<file path="config.mk">
export PLATFORM = sky130hd
export DESIGN_NAME = dmem_arbiter
export DESIGN_NICKNAME = d
export VERILOG_FILES = /design/src/rtl/dmem_arb_pkg.sv /design/src/rtl/rr_arb2.sv /design/src/rtl/dmem_arbiter.sv
export SDC_FILE = /design/constraint.sdc
export NUM_CORES = 1
export LEC_CHECK = 0
export CAP_MARGIN = 10
export CORE_UTILIZATION = 41
export CTS_CLUSTER_SIZE = 8
export DETAILED_ROUTE_END_ITERATION = 8
export PLACE_DENSITY = 0.92
export SLEW_MARGIN = 20
export SYNTH_ARGS = -nofsm -noshare
export SYNTH_HDL_FRONTEND = slang
export SYNTH_SLANG_ARGS = --single-unit
export TNS_END_PERCENT = 100
</file>
<file path="constraint.sdc">
create_clock -name clk -period 4.3 [get_ports clk]
set_clock_uncertainty 0.1 [all_clocks]
set_input_delay 0.43 -clock clk [delete_from_list [all_inputs] [get_ports clk]]
set_output_delay 0.43 -clock clk [all_outputs]
set_load 0.02 [all_outputs]
</file>
<file path="src/rtl/dmem_arb_pkg.sv">
// Shared types and constants for the data-memory arbiter.
package dmem_arb_pkg;

  localparam int DEF_ADDR_W = 5;
  localparam int DEF_DATA_W = 32;

  typedef enum logic {
    IDLE   = 1'b0,
    ACCESS = 1'b1
  } state_t;

  localparam logic M0 = 1'b0;
  localparam logic M1 = 1'b1;

  function automatic logic other_owner(input logic idx);
    return ~idx;
  endfunction

endpackage

</file>
<file path="src/rtl/rr_arb2.sv">
// Two-way round-robin grant; combinational gnt, prio flips to the loser on every grant.
// Zero latency; a requester simply keeps req high until it sees gnt.
module rr_arb2
  import dmem_arb_pkg::*;
(
  input  logic       clk,
  input  logic       rst,
  input  logic [1:0] req,
  output logic [1:0] gnt
);

  logic prio;

  always_comb begin
    gnt = 2'b00;
    if (!rst) begin
      if (req[0] && (!req[1] || prio == M0))
        gnt[0] = 1'b1;
      else if (req[1])
        gnt[1] = 1'b1;
    end
  end

  always_ff @(posedge clk or posedge rst) begin
    if (rst)
      prio <= M0;
    else if (gnt[0])
      prio <= other_owner(M0);
    else if (gnt[1])
      prio <= other_owner(M1);
  end

endmodule

</file>
<file path="src/rtl/dmem_arbiter.sv">
// Round-robin sharing of the 32x32 data memory between m0 and m1, one access per cycle.
// Grant in G, memory cycle G+1, read data + rvalid in G+2; losers hold req until gnt.
module dmem_arbiter
  import dmem_arb_pkg::*;
#(
  parameter int ADDR_W = DEF_ADDR_W,
  parameter int DATA_W = DEF_DATA_W
) (
  input  logic              clk,
  input  logic              rst,
  input  logic              m0_req,
  input  logic              m0_worr,
  input  logic [ADDR_W-1:0] m0_addr,
  input  logic [DATA_W-1:0] m0_wdata,
  output logic              m0_gnt,
  output logic              m0_rvalid,
  output logic [DATA_W-1:0] m0_rdata,
  input  logic              m1_req,
  input  logic              m1_worr,
  input  logic [ADDR_W-1:0] m1_addr,
  input  logic [DATA_W-1:0] m1_wdata,
  output logic              m1_gnt,
  output logic              m1_rvalid,
  output logic [DATA_W-1:0] m1_rdata,
  output logic              mem_ena,
  output logic              mem_worr,
  output logic [ADDR_W-1:0] mem_addr,
  output logic [DATA_W-1:0] mem_wdata,
  input  logic [DATA_W-1:0] mem_rdata
);

  state_t            state;
  logic [1:0]        gnt;
  logic              any_gnt;
  logic              win;
  logic              cmd_owner;
  logic              cmd_worr;
  logic [ADDR_W-1:0] cmd_addr;
  logic [DATA_W-1:0] cmd_wdata;

  rr_arb2 u_arb (
    .clk (clk),
    .rst (rst),
    .req ({m1_req, m0_req}),
    .gnt (gnt)
  );

  assign m0_gnt  = gnt[0];
  assign m1_gnt  = gnt[1];
  assign any_gnt = |gnt;
  assign win     = gnt[1] ? M1 : M0;

  // Memory pins are decoded straight from registers, so they are glitch-free.
  assign mem_ena   = (state == ACCESS);
  assign mem_worr  = (state == ACCESS) && cmd_worr;
  assign mem_addr  = cmd_addr;
  assign mem_wdata = cmd_wdata;

  always_ff @(posedge clk or posedge rst) begin
    if (rst) begin
      state     <= IDLE;
      cmd_owner <= M0;
      cmd_worr  <= 1'b0;
      cmd_addr  <= '0;
      cmd_wdata <= '0;
      m0_rvalid <= 1'b0;
      m1_rvalid <= 1'b0;
      m0_rdata  <= '0;
      m1_rdata  <= '0;
    end else begin
      state     <= any_gnt ? ACCESS : IDLE;
      m0_rvalid <= 1'b0;
      m1_rvalid <= 1'b0;

      if (any_gnt) begin
        cmd_owner <= win;
        cmd_worr  <= (win == M1) ? m1_worr  : m0_worr;
        cmd_addr  <= (win == M1) ? m1_addr  : m0_addr;
        cmd_wdata <= (win == M1) ? m1_wdata : m0_wdata;
      end

      // mem_rdata is only driven while a read is enabled.
      if (state == ACCESS && !cmd_worr) begin
        if (cmd_owner == M1) begin
          m1_rvalid <= 1'b1;
          m1_rdata  <= mem_rdata;
        end else begin
          m0_rvalid <= 1'b1;
          m0_rdata  <= mem_rdata;
        end
      end
    end
  end

endmodule

</file>
==> impl_metrics.json <==
{
  "outcome": "complete, no violations",
  "start_util_pct": 42.69,
  "clk_pin_slew_ns": 0.09,
  "yosys.area.top_type": "dfrtp_1",
  "crit_path_frequent_cell": "clkdlybuf4s50_1",
  "die_y_um": 106.1,
  "synth_ff_type": "dfrtp_1",
  "design_area_sq_um": 6864,
  "path_cells": "clkdlybuf4s50_1 -> inv_4 -> nand2_1 -> a21oi_1 -> clkdlybuf4s50_1",
  "ys_seq_elements": 107,
  "drt_pre_antenna_iters": 4,
  "postCtsSetupRepairBufs": 0,
  "power_leakage_nw": 2.729,
  "clk_path_buf_depth": 2,
  "synthTopCellsByCount": "107 x dfrtp_1, 63 x mux2_2, 39 x nor2_1, 39 x o21ai_0",
  "hold-worst-slack_ns": 0.4094,
  "layout-drive-gt1-share_pct": 15.20,
  "cp.arrival_ns": 2.28,
  "portBuffers": 218,
  "critPathBufInv": 3,
  "fp.coreArea_sq_um": 10420,
  "fin_setup_tns_ns": 0,
  "synthArstFlopShare_pct": 100.0,
  "clk_latency_ns": 0.36,
  "max_cap_violations": 0,
  "worstPathMaxFanout": 45,
  "grt_pass1_vias": 3888,
  "synth_top_cell_area_share_pct": 60.21,
  "critPathLaunchType": "primary input",
  "ioPinCount": 219,
  "grt_pass1_wl_mm": 19.25,
  "cts-root-buf": "clkbuf_8",
  "tritoncts": "yes",
  "power.total_mw": 3.566,
  "grt_max_degree": 65,
  "die_width_um": 106.1,
  "tightest_slew_ns": 1.042,
  "final_util_pct": 65.90,
  "drtAntennaViolNets": 0,
  "critical_path_required_ns": 3.77,
  "dieArea_sq_um": 11270,
  "cpPeakStageDelay_ns": 0.62,
  "finalSetupViolations": 0,
  "dp_hpwl_mm": 9.109,
  "ys_seq_area_share_pct": 60.21,
  "fmax_mhz": 355.6,
  "fp-row-count": 37,
  "syn_inst": 371,
  "vias": 3798,
  "slowest_stage": "clkdlybuf4s50_1",
  "p_comb_share_pct": 42.2,
  "switching_share_pct": 33.66,
  "grt_usage_pct": 22.25,
  "crit_path_end_kind": "output pin",
  "fin_crit_sh_pct": 65.39,
  "slew_headroom_pct": 30.54,
  "path_delay_family": "buffers and inverters",
  "peakVddDrop_mv": 0.3103,
  "rsz0062_at_grt": "false",
  "antenna_cells": 0,
  "synthToLayoutAreaGrowth_pct": 54.36,
  "critPathKind": "primary input to output pin",
  "dp.cells": 700,
  "synth_area_leaders": "dfrtp_1 60%, mux2_2 16%, a31oi_1 5.3%",
  "power_density_nw_per_um2": 519.5,
  "numClockSinks": 107,
  "finalCriticalPeriod_ns": 2.812,
  "overflow": 0,
  "avgSynthCellArea_sq_um": 11.99,
  "drt_iter0_markers": 164,
  "p_int_mw": 2.366,
  "yosysMostFrequentCell": "dfrtp_1",
  "drc": 0,
  "synth.distinct_cells": 21,
  "h-tree-depth": 3,
  "routedWlPerCell_um": 17.23,
  "numCtsBuffers": 9,
  "yosys_warnings": 0,
  "antenna_found_initial": 0,
  "worst_slack_ns": 1.488,
  "syn-cell-area_sq_um": 4447,
  "drt-total-wl_mm": 12.32,
  "seqPwrFrac_pct": 41.0,
  "gp_congestion": 0.8169,
  "min_path_type": "flop to flop",
  "stdcell_count": 715,
  "syn_nets": 483,
  "clkPwrFrac_pct": 16.8,
  "vias_per_cell": 5.312,
  "nNetsFinal": 687,
  "slew_viol_final": 0,
  "cts-resized-gates": 0,
  "placed_cell_area_sq_um": 6673,
  "place_ws_ns": 1.471,
  "p_switching_mw": 1.200,
  "cts_hold_buf": 0,
  "synth_edf_count": 0,
  "finalHoldViolations": 0
}
==> layout by cell type (no fill, tap or decap), drive strengths merged <==
| master | n |
|---|---|
| nor3b | 1 |
| o21ba | 1 |
| clkdlybuf4s50 | 218 |
| clkinv | 2 |
| nand3 | 38 |
| o21ai | 39 |
| and2 | 1 |
| and2b | 2 |
| o22ai | 1 |
| bufinv | 1 |
| mux2 | 64 |
| buf | 6 |
| a21oi | 1 |
| clkinvlp | 1 |
| nand3b | 1 |
| dfrtp | 107 |
| clkbuf | 10 |
| nand2b | 2 |
| inv | 4 |
| nand2 | 2 |
| a31oi | 38 |
| nor2 | 39 |
==> worst register-to-register path, cell delays in order (launching register included) <==
cell and delay [ns]:
dfrtp_1 0.44, nand3b_2 0.83, mux2_2 0.58
==> logic make-up (layout without fill, tap and decap cells) <==
group / count (synthesis) / count (layout) / share of synthesized area, %
AO/OA/AOI/OAI: 80 / 80 / 10.21
multiplexers: 64 / 64 / 16.21
AND/OR/NAND/NOR: 86 / 86 / 9.173
buffers and inverters: 34 / 242 / 4.192
flip-flops: 107 / 107 / 60.21
==> state kept, by name (all words and copies together), names as in the netlist <==
register and cells:
u_arb.prio 1, m1_rvalid 1, cmd_owner 1, m1_rdata 32, mem_wdata 32, mem_ena 1, mem_addr 5, m0_rvalid 1
cmd_worr 1, m0_rdata 32
==> layer usage <==
metal  global-route usage (%)  vias to the layer above  part of all wire, %
met1                    24.90                     1873                   37
met5                        0                        -                    0
met2                    39.70                      177                   53
li1                         -                     1726                    -
met4                    10.02                        0                  2.0
met3                    5.579                       22                  7.5
==> area by class of cell <==
class	count	area (sq um)
timing repair buffer	224	2227
clock inverter	5	63.81
tap	136	170.2
inverter	3	13.76
multi-input combinational	230	1584
clock buffer	10	127.6
sequential	107	2678
fill	800	3552
==> power groups by stage <==
stage | clock (mW) | combinational, mW | sequential [mW]
floorplan | 0 | 0.362 | 1.82
global placement | 0 | 1.47 | 1.46
detailed placement | 0 | 1.52 | 1.48
CTS | 0.620 | 1.52 | 1.46
global route | 0.657 | 1.58 | 1.50
finish | 0.600 | 1.51 | 1.46
==> worst paths after layout <==
path | start | endpoint | slack (ns) | cells after the start
max | rst | m0_gnt | 1.49 | 5
max in group asynchronous | rst | m1_rdata[11] | 2.45 | 3
min reg2reg | m0_rdata[19] | m0_rdata[19] | 0.41 | 1
min in group asynchronous | rst | mem_wdata[19] | 0.44 | 2
max reg2reg | cmd_worr | m1_rdata[18] | 2.24 | 2
min | m0_rdata[19] | m0_rdata[19] | 0.41 | 1
Note: power is estimated with default switching activity, not from simulation.
